<file path="src/rtl/instr_fetch_seq_pkg.sv">
// Shared definitions for the instruction fetch sequencer: class encodings,
// default per-class issue lengths and the fetch state type.
package cpu_pkg;

  localparam logic [1:0] CLS_HALT  = 2'b00;
  localparam logic [1:0] CLS_STD   = 2'b01;
  localparam logic [1:0] CLS_LOAD  = 2'b10;
  localparam logic [1:0] CLS_STORE = 2'b11;

  // Width of issue-cycle counts; counts must stay below 2**CYC_W - 1.
  localparam int unsigned CYC_W = 8;

  localparam int unsigned DEF_STD_CYCLES   = 3;
  localparam int unsigned DEF_LOAD_CYCLES  = 4;
  localparam int unsigned DEF_STORE_CYCLES = 3;

  typedef enum logic [2:0] {
    IDLE  = 3'd0,
    FETCH = 3'd1,
    LOAD  = 3'd2,
    ISSUE = 3'd3,
    HALT  = 3'd4
  } fetch_state_t;

endpackage

</file>
<file path="src/rtl/instr_fetch_seq_if.sv">
// Instruction ROM read port: the sequencer is master, the ROM is slave.
interface instr_fetch_seq_if #(
  parameter int unsigned INSTR_WIDTH = 20,
  parameter int unsigned PC_BITS     = 5
);
  logic [PC_BITS-1:0]     imem_addr;
  logic                   imem_rd_en;
  logic [INSTR_WIDTH-1:0] imem_rdata;

  modport master (output imem_addr, output imem_rd_en, input imem_rdata);
  modport slave  (input imem_addr, input imem_rd_en, output imem_rdata);
endinterface

</file>
<file path="src/rtl/instr_fetch_seq_cycle_lut.sv">
// Instruction class to issue-cycle count; HALT maps to 0.
module instr_cycle_lut
  import cpu_pkg::*;
#(
  parameter int unsigned STD_CYCLES   = DEF_STD_CYCLES,
  parameter int unsigned LOAD_CYCLES  = DEF_LOAD_CYCLES,
  parameter int unsigned STORE_CYCLES = DEF_STORE_CYCLES
) (
  input  logic [1:0]       cls,
  output logic [CYC_W-1:0] cycles
);

  // The sequencer needs one prefetch cycle before each boundary.
  if (STD_CYCLES < 2 || LOAD_CYCLES < 2 || STORE_CYCLES < 2) begin : g_bad_cycles
    $error("instr_cycle_lut: every issue-cycle count must be at least 2");
  end

  always_comb begin
    cycles = '0;
    case (cls)
      CLS_STD:   cycles = CYC_W'(STD_CYCLES);
      CLS_LOAD:  cycles = CYC_W'(LOAD_CYCLES);
      CLS_STORE: cycles = CYC_W'(STORE_CYCLES);
      default:   cycles = '0;
    endcase
  end

endmodule

</file>
<file path="src/rtl/instr_fetch_seq.sv">
// Program sequencer: fetches words from a synchronous ROM and holds each on
// instr for its class's issue length, prefetching so boundaries have no bubble.
module instr_fetch_seq
  import cpu_pkg::*;
#(
  parameter int unsigned INSTR_WIDTH  = 20,
  parameter int unsigned PC_BITS      = 5,
  parameter int unsigned STD_CYCLES   = DEF_STD_CYCLES,
  parameter int unsigned LOAD_CYCLES  = DEF_LOAD_CYCLES,
  parameter int unsigned STORE_CYCLES = DEF_STORE_CYCLES,
  parameter int unsigned CNT_WIDTH    = 16
) (
  input  logic                     clk,
  input  logic                     rst,
  input  logic                     start,
  instr_fetch_seq_if.master        imem,
  output logic [INSTR_WIDTH-1:0]   instr,
  output logic [PC_BITS-1:0]       pc,
  output logic                     busy,
  output logic                     halted,
  output logic [CNT_WIDTH-1:0]     retired
);

  localparam logic [PC_BITS-1:0]   PcOne  = PC_BITS'(1);
  localparam logic [CYC_W-1:0]     CycOne = CYC_W'(1);
  localparam logic [CYC_W-1:0]     CycTwo = CYC_W'(2);
  localparam logic [CNT_WIDTH-1:0] RetOne = CNT_WIDTH'(1);

  fetch_state_t     state;
  logic [CYC_W-1:0] cnt;
  logic [CYC_W-1:0] new_cycles;
  logic [1:0]       new_cls;
  logic             prefetch;

  assign new_cls = imem.imem_rdata[INSTR_WIDTH-1 -: 2];

  instr_cycle_lut #(
    .STD_CYCLES  (STD_CYCLES),
    .LOAD_CYCLES (LOAD_CYCLES),
    .STORE_CYCLES(STORE_CYCLES)
  ) u_cycle_lut (
    .cls   (new_cls),
    .cycles(new_cycles)
  );

  // Second-to-last issue cycle: read the next word so it lands at the boundary.
  assign prefetch = (state == ISSUE) && (cnt == CycTwo);

  always_comb begin
    imem.imem_rd_en = (state == FETCH) || prefetch;
    imem.imem_addr  = prefetch ? pc + PcOne : pc;
  end

  assign busy   = (state == FETCH) || (state == LOAD) || (state == ISSUE);
  assign halted = (state == HALT);

  always_ff @(posedge clk) begin
    if (!rst) begin
      state   <= IDLE;
      cnt     <= '0;
      instr   <= '0;
      pc      <= '0;
      retired <= '0;
    end else begin
      case (state)
        IDLE:  if (start) state <= FETCH;
        FETCH: state <= LOAD;
        LOAD: begin
          instr <= imem.imem_rdata;
          if (new_cls == CLS_HALT) begin
            state <= HALT;
          end else begin
            state <= ISSUE;
            // Extra cycle covers the CU's exit from its reset state.
            cnt   <= new_cycles + CycOne;
          end
        end
        ISSUE: begin
          if (cnt == CycOne) begin
            instr <= imem.imem_rdata;
            pc    <= pc + PcOne;
            if (retired != '1) retired <= retired + RetOne;
            if (new_cls == CLS_HALT) state <= HALT;
            else                     cnt   <= new_cycles;
          end else begin
            cnt <= cnt - CycOne;
          end
        end
        HALT:    state <= HALT;
        default: state <= IDLE;
      endcase
    end
  end

endmodule

</file>
<file path="src/flat_wrapper.sv">
// flat-port wrapper written by rule: the top's interface ports become plain ports
module instr_fetch_seq_flat import cpu_pkg::*;
#(
  parameter int unsigned INSTR_WIDTH  = 20,
  parameter int unsigned PC_BITS      = 5,
  parameter int unsigned STD_CYCLES   = DEF_STD_CYCLES,
  parameter int unsigned LOAD_CYCLES  = DEF_LOAD_CYCLES,
  parameter int unsigned STORE_CYCLES = DEF_STORE_CYCLES,
  parameter int unsigned CNT_WIDTH    = 16
)
  (clk, rst, start, instr, pc, busy, halted, retired, imem_imem_addr, imem_imem_rd_en, imem_imem_rdata);
  instr_fetch_seq_if #(.INSTR_WIDTH(INSTR_WIDTH), .PC_BITS(PC_BITS)) imem_i ();
  input  logic clk;
  input  logic rst;
  input  logic start;
  output logic [INSTR_WIDTH-1:0] instr;
  output logic [PC_BITS-1:0] pc;
  output logic busy;
  output logic halted;
  output logic [CNT_WIDTH-1:0] retired;
  output wire logic [$bits(imem_i.imem_addr)-1:0] imem_imem_addr;
  output wire logic [$bits(imem_i.imem_rd_en)-1:0] imem_imem_rd_en;
  input wire logic [$bits(imem_i.imem_rdata)-1:0] imem_imem_rdata;
  assign imem_imem_addr = imem_i.imem_addr;
  assign imem_imem_rd_en = imem_i.imem_rd_en;
  assign imem_i.imem_rdata = imem_imem_rdata;
  instr_fetch_seq #(.INSTR_WIDTH(INSTR_WIDTH), .PC_BITS(PC_BITS), .STD_CYCLES(STD_CYCLES), .LOAD_CYCLES(LOAD_CYCLES), .STORE_CYCLES(STORE_CYCLES), .CNT_WIDTH(CNT_WIDTH)) u_core (.clk(clk), .rst(rst), .start(start), .imem(imem_i), .instr(instr), .pc(pc), .busy(busy), .halted(halted), .retired(retired));
endmodule
</file>
<file path="config.mk">
export PLATFORM = sky130hd
export DESIGN_NAME = instr_fetch_seq_flat
export DESIGN_NICKNAME = d
export VERILOG_FILES = /design/src/rtl/instr_fetch_seq_pkg.sv /design/src/rtl/instr_fetch_seq_if.sv /design/src/rtl/instr_fetch_seq_cycle_lut.sv /design/src/rtl/instr_fetch_seq.sv /design/src/flat_wrapper.sv
export SDC_FILE = /design/constraint.sdc
export NUM_CORES = 1
export LEC_CHECK = 0
export CORE_MARGIN = 4
export CORE_UTILIZATION = 49
export CTS_CLUSTER_DIAMETER = 120
export DETAILED_ROUTE_END_ITERATION = 10
export PLACE_DENSITY = 0.81
export SETUP_SLACK_MARGIN = 0.3
export SYNTH_ARGS = -nofsm -noshare
export SYNTH_HDL_FRONTEND = slang
export SYNTH_HIERARCHICAL = 1
export SYNTH_SLANG_ARGS = --single-unit
</file>
<file path="constraint.sdc">
create_clock -name clk -period 2.3 [get_ports clk]
set_input_delay 0.46 -clock clk [delete_from_list [all_inputs] [get_ports clk]]
set_output_delay 0.46 -clock clk [all_outputs]
set_load 0.05 [all_outputs]
</file>
==> results of run 1 <==
==> worst max-delay path by stage <==
stage                   endpoint  slack, ns
2_1_floorplan  imem_imem_addr[3]       0.06
3_3_place_gp       u_core/cnt[4]       0.17
3_5_place_dp   u_core/retired[4]       0.12
4_1_cts        imem_imem_addr[3]      -0.09
5_1_grt        imem_imem_addr[3]      -0.21
6_report       imem_imem_addr[4]      -0.15
==> metal layers <==
metal / up-vias / global-route usage, % / part of all wire [%]
met4: 0 / 8.14 / 2.7
met2: 150 / 41.0 / 51
met3: 29 / 3.47 / 5.9
met5: - / 0 / 0
met1: 1419 / 31.7 / 40
li1: 1457 / - / -
==> repair_timing <==
action | 4_1_cts | 5_1_grt
setup endpoints to repair | 41 | 52
pin swaps | 13 | 13
resized for setup | 45 | 41
cloned | 1 | 1
hold endpoints to repair | 0 | 0
buffers inserted | 10 | 9
==> power groups by stage <==
stage	Sequential [mW]	Combinational [mW]	Clock, mW
after floorplan	1.05	0.251	0
after global routing	0.974	0.585	0.569
after global placement	0.987	0.479	0
after detailed placement	0.989	0.487	0
final	0.970	0.550	0.520
after CTS	0.968	0.511	0.536
==> stage by stage <==
stage,cells,util [%]
final,524,80.7
after CTS,514,76.1
after global placement,495,71.5
after global routing,524,80.7
after detailed placement,495,71.5
after floorplan,356,-
==> placed cells by master (no fill, tap or decap), types with 4 or more instances in the layout <==
cell,synthesis,layout
nand4_1,10,10
clkbuf_8,0,5
dfxtp_1,52,46
nand2_1,69,63
nor3_1,8,6
o21ai_0,11,10
ha_1,6,4
conb_1,1,5
nand2_2,0,4
nor2_1,22,21
buf_12,0,5
dfxtp_2,0,4
buf_4,6,32
xor2_1,4,4
dlygate4sd2_1,0,18
a21oi_1,41,35
clkdlybuf4s50_1,0,43
nand3_1,13,12
and3_1,6,5
buf_6,1,11
a21oi_2,0,6
nand2b_1,6,6
==> synth_stat cells (2+ instances only) <==
cell type  count
nand2_1       69
dfxtp_1       52
a21oi_1       41
nor2_1        22
clkbuf_1      17
nand3_1       13
o21ai_0       11
nand4_1       10
nor3_1         8
xnor2_1        7
and3_1         6
buf_4          6
ha_1           6
nand2b_1       6
o31ai_1        6
or4_1          6
nor4_1         5
or3_1          5
inv_1          4
xor2_1         4
and4_1         3
nor2b_1        3
o211ai_1       3
a31oi_1        2
buf_2          2
mux2i_1        2
nor4b_1        2
o21a_1         2
o21ai_1        2
o221a_2        2
o22ai_1        2
o31a_1         2
==> registers in the layout, summed over array words and instances (netlist names) <==
signal / cells
u_core/instr: 20
u_core/retired: 16
u_core/cnt: 8
u_core/state: 3
u_core/pc: 5
==> worst max-delay path, cell delays in order, from the launching register on <==
cell and delay [ns]:
dfxtp_4 0.37, or3_4 0.39, nor2_4 0.11, and3_4 0.21, nand4_1 0.20, xnor2_4 0.25
buf_12 0.15
==> cell type report <==
type                            instances  area, µm²  area share [%]
Tap cell                               70       87.6            2.07
Clock inverter                          2       13.8           0.326
Sequential cell                        52       1050            24.9
Multi-Input combinational cell        274       1830            43.4
Inverter                                5       18.8           0.444
Clock buffer                            6       72.6            1.72
Timing Repair Buffer                  115       1150            27.1
==> logic make-up (layout without fill, tap and decap cells) <==
| group | Yosys count | count (layout) | share of synthesized area [%] |
|---|---|---|---|
| buffers and inverters | 31 | 128 | 5.48 |
| muxes | 2 | 2 | 0.737 |
| DFF | 52 | 52 | 38.3 |
| and+or+nand+nor | 167 | 168 | 30.8 |
| xor gates and xnor gates | 11 | 11 | 3.55 |
| adders and majority gates | 6 | 6 | 2.76 |
| AOI/OAI and AO/OA | 82 | 82 | 18.2 |
| other | 1 | 5 | 0.138 |
==> impl_metrics.ini, run 1 <==
[placed_design]
place_area_mm2 = 0.00374
pre_cts_ws_ns = 0.121
gp_congestion = 0.946
post-dp-hpwl_um = 5620
portBuffers = 71

[sta]
tightest_slew_ns = 0.546
hold_viol = 0
fin_crit_sh_pct = 107
rsz0062_at_grt = yes
fin_crit_ns = 2.45
worst_hold_slack_ns = 0.456
final-setup-viol-count = 6
max_slew_margin_pct = 63.4
fin_ws_ns = -0.153
fmax_ghz = 0.408
fin_skew_ns = 0.00880
fin_tns_setup_ns = -0.543
slew_violations = 0

[logic_synthesis]
yosysTopAreaCellShare_pct = 38.3
syn_inst = 352
yosysUniqueCellTypes = 53
synth-edff-count = 0
syn_area_mm2 = 0.00272
syn_area_per_cell_um2 = 7.72
yosysTopAreaCell = dfxtp_1
seq_area_frac_synth_pct = 38.3
ys_warn_count = 6
ys_seq_elements = 52
synth_ff_type = dfxtp_1
netlist_top_cells_area = dfxtp_1 38%, nand2_1 9.5%, a21oi_1 7.6%
synthArstFlopShare_pct = 0

[die]
start_util_pct = 51.9
row_count = 26
dieHeight_um = 82.5
dieWidth_um = 82.5
core_area_mm2 = 0.00524
ios = 72
die_area_mm2 = 0.00680

[finish]
final_nets = 482
design_area_mm2 = 0.00423
syn_to_final_growth_pct = 55.6
fillers = 351
drive_above_1_share_pct = 24.7
diodes = 0

[critical_path]
r2r-end = u_core/retired[8]
r2r_slack_ns = 0.09
crit_required_ns = 1.84
worstSetupPathType = flop to primary output
worst_setup_path_start_kind = flop
startpoint = u_core/cnt[3]
r2r_cells = 7
critical_path.max_fanout = 5
end_kind = primary output
timing.rr.start = u_core/cnt[2]
cp.arrival_ns = 1.99

[drt]
vias = 3055
initialDrtViolationCount = 393
routedWlPerCell_um = 16.4
postRouteAntennaNets = 0
first_pass_iters = 5
postRouteWirelength_um = 8600
drc = 0
viasPerCell = 5.83

[global_routing]
grt_pass1_vias = 2771
antenna_found_initial = 0
grt_pass1_wl_um = 13000
grt_max_degree = 22
grt_usage_pct = 24.3
gr-total-overflow = 0

[clocking]
clkTransAtPathRegs_ns = 0.10
clk_latency_ns = 0.31
cts_max_level = 2
cts_hold_buffers = 0
clock_path_buffers = 2
cts_inserted_buffers = 5
clock-sinks = 52
clock-root-buffer = clkbuf_8
cts_tree = done

[pwr]
switching_share_pct = 32.0
p_total_mw = 2.04
combPwrFrac_pct = 27.0
clock_power_share_pct = 25.5
leakagePower_nw = 1.65
switchingPower_mw = 0.654
p_int_mw = 1.39
pwr-share-seq_pct = 47.5
power.density_mw_per_mm2 = 482
ir_drop_mv = 0.326

[worst_hold_path]
hp-start = u_core/instr[3]
hold_class = flop to flop
hold_end = u_core/instr[3]
hold_depth = 2

[flow_run]
maxCapViolCount = 0

[status]
status = finished, violations left
violations = negative setup slack
Note: power is estimated with default switching activity, not from simulation.
==> inputs of run 2 (changes only) <==
--- a/config.mk
+++ b/config.mk
@@ -6,11 +6,14 @@
 export NUM_CORES = 1
 export LEC_CHECK = 0
 export CORE_MARGIN = 4
-export CORE_UTILIZATION = 49
+export CORE_UTILIZATION = 50
+export CTS_BUF_LIST = sky130_fd_sc_hd__clkbuf_4 sky130_fd_sc_hd__clkbuf_8
 export CTS_CLUSTER_DIAMETER = 120
 export DETAILED_ROUTE_END_ITERATION = 10
-export PLACE_DENSITY = 0.81
+export HOLD_SLACK_MARGIN = 0.15
+export PLACE_DENSITY = 0.82
 export SETUP_SLACK_MARGIN = 0.3
+export SKIP_CTS_REPAIR_TIMING = 1
 export SYNTH_ARGS = -nofsm -noshare
 export SYNTH_HDL_FRONTEND = slang
 export SYNTH_HIERARCHICAL = 1
==> run 2 against run 1 <==
Effect of this change: utilization rose by 3.0 points; non-clock buffer count shrank 5; the flow still finishes with violations (negative setup slack); highest routed layer unchanged; largest cell class unchanged; sequential share of layout area is 0.64 points lower; clock power is 3% higher; cell area is 2.4% higher; via count is 0.33% higher; sequential cell count stayed put; global-route usage fell by 0.55 points; first-iteration DRC count increased by 7.1%; final cell count down 0.95%.
==> impl_metrics.ini, run 2 (synthesis results as in run 1) <==
[drt]
vias = 3065
drc = 0
initialDrtViolationCount = 421
viasPerCell = 5.91
first_pass_iters = 5
postRouteWirelength_um = 9080
routedWlPerCell_um = 17.5
postRouteAntennaNets = 0

[placed_design]
gp_congestion = 0.904
portBuffers = 71
dp.cells = 494
place_area_mm2 = 0.00375
post-dp-hpwl_um = 5620
pre_cts_ws_ns = 0.114

[sta]
fin_crit_sh_pct = 109
rsz0062_at_grt = yes
slew_violations = 0
fmax_ghz = 0.400
max_slew_margin_pct = 62.9
hold_viol = 0
tightest_slew_ns = 0.555
worst_hold_slack_ns = 0.457
fin_skew_ns = 0.00850
fin_crit_ns = 2.50
final-setup-viol-count = 14
fin_ws_ns = -0.198

[worst_hold_path]
hold_class = flop to flop

[finish]
layout_commonest_cell = nand2_1
design_area_mm2 = 0.00433
top_regs = u_core/instr: 20 flops, u_core/retired: 16 flops, u_core/cnt: 8 flops
mostFrequentLayoutCells = 64 x nand2_1, 46 x dfxtp_1, 45 x clkdlybuf4s50_1, 38 x a21oi_1, 26 x buf_4
largest_reg_flops = 20
syn_to_final_growth_pct = 59.4
drive_above_1_share_pct = 23.6
final_nets = 477
diodes = 0
regMostFlops = u_core/instr
fin_util_pct = 83.7
fin_cells = 519

[global_routing]
grt_usage_pct = 23.8
antenna_found_initial = 0
grt_pass1_vias = 2615
gr-total-overflow = 0
grt_pass1_wl_um = 12500
grt_max_degree = 43

[flow_run]
maxCapViolCount = 0

[status]
violations = negative setup slack
status = finished, violations left

[critical_path]
critical_path.max_fanout = 8
end_kind = primary output
critPathTopFamily = simple AND/OR/NAND/NOR gates
worst_setup_path_start_kind = flop
worstSetupPathType = flop to primary output
crit_required_ns = 1.84
cp.arrival_ns = 2.04
cp_num_buf_inv = 3
path_cells = buf_4 > inv_1 > ha_1 > and3_4 > nand4_1 > xnor2_4 > buf_12
critPathMaxStageDelay_ns = 0.35
critPathSlowestCell = dfxtp_1

[clocking]
clock_path_buffers = 2
clk_latency_ns = 0.31
cts_inserted_buffers = 5
clkTransAtPathRegs_ns = 0.10
clock-sinks = 52
cts_tree = done
clock-root-buffer = clkbuf_8
cts_max_level = 2

[pwr]
ir_drop_mv = 0.359
power.density_mw_per_mm2 = 486
leakagePower_nw = 1.86

[die]
dieWidth_um = 81.7
row_count = 26
ios = 72
start_util_pct = 52.5
core_area_mm2 = 0.00517
die_area_mm2 = 0.00668
dieHeight_um = 81.7
[run 2: cell count changes in the layout (fill, tap and decap cells not counted), sizes merged]
| cell | before | now |
|---|---|---|
| buf | 49 | 45 |
| dlygate4sd2 | 18 | 0 |
| nand3 | 15 | 14 |
| clkbuf | 9 | 7 |
| clkinvlp | 0 | 1 |
| dlymetal6s2s | 2 | 19 |
| clkdlybuf4s50 | 43 | 45 |
| inv | 5 | 4 |
| nand2 | 69 | 70 |
[run 2: area by class of cell]
type | instances | area [µm²]
repair buffers | 110 | 1180
clock buffers | 6 | 76.3
inverters | 5 | 18.8
flip-flops and latches | 52 | 1050
clock inverters | 2 | 16.3
multi-input cells | 274 | 1900
fillers | 302 | 843
well taps | 70 | 87.6
[run 2: worst register-to-register path, cell delays in order (launching register included)]
cell and delay [ns]:
dfxtp_4 0.36, buf_4 0.13, buf_6 0.11, buf_4 0.13
or4b_4 0.54, nor3_4 0.33, buf_6 0.15, buf_8 0.12
o21bai_1 0.09, a31oi_1 0.26, nor3_1 0.08
[run 2: path summary, 6_finish.rpt]
kind / startpoint / to / slack (ns) / cells after the start
max: u_core/cnt[0] / imem_imem_addr[4] / -0.20 / 7
min: u_core/instr[5] / u_core/instr[5] / 0.46 / 2
max reg2reg: u_core/cnt[2] / u_core/cnt[2] / -0.12 / 10
min reg2reg: u_core/instr[5] / u_core/instr[5] / 0.46 / 2
[run 2: routing by layer]
metal	GRT usage, %	vias to the layer above	wire length, µm
met5	0	-	0
met3	3.73	33	558
met2	42.0	162	4690
met1	30.2	1425	3570
met4	5.81	0	267
li1	-	1445	-
[run 2: power breakdown]
group	total [mW]	internal, mW	leakage [nW]	switching, mW
registers	0.975	0.939	0.424	0.0370
clock network	0.537	0.229	0.0448	0.308
logic	0.593	0.249	1.39	0.344
total	2.11	1.42	1.86	0.689
[run 2: metrics by stage]
| stage | total power, mW | setup TNS, ns |
|---|---|---|
| after global routing | 2.19 | -2.34 |
| after detailed placement | 1.47 | 0 |
| final | 2.11 | -1.23 |
| after global placement | 1.47 | 0 |
| after floorplan | 1.30 | 0 |
| after CTS | 2.00 | -0.629 |
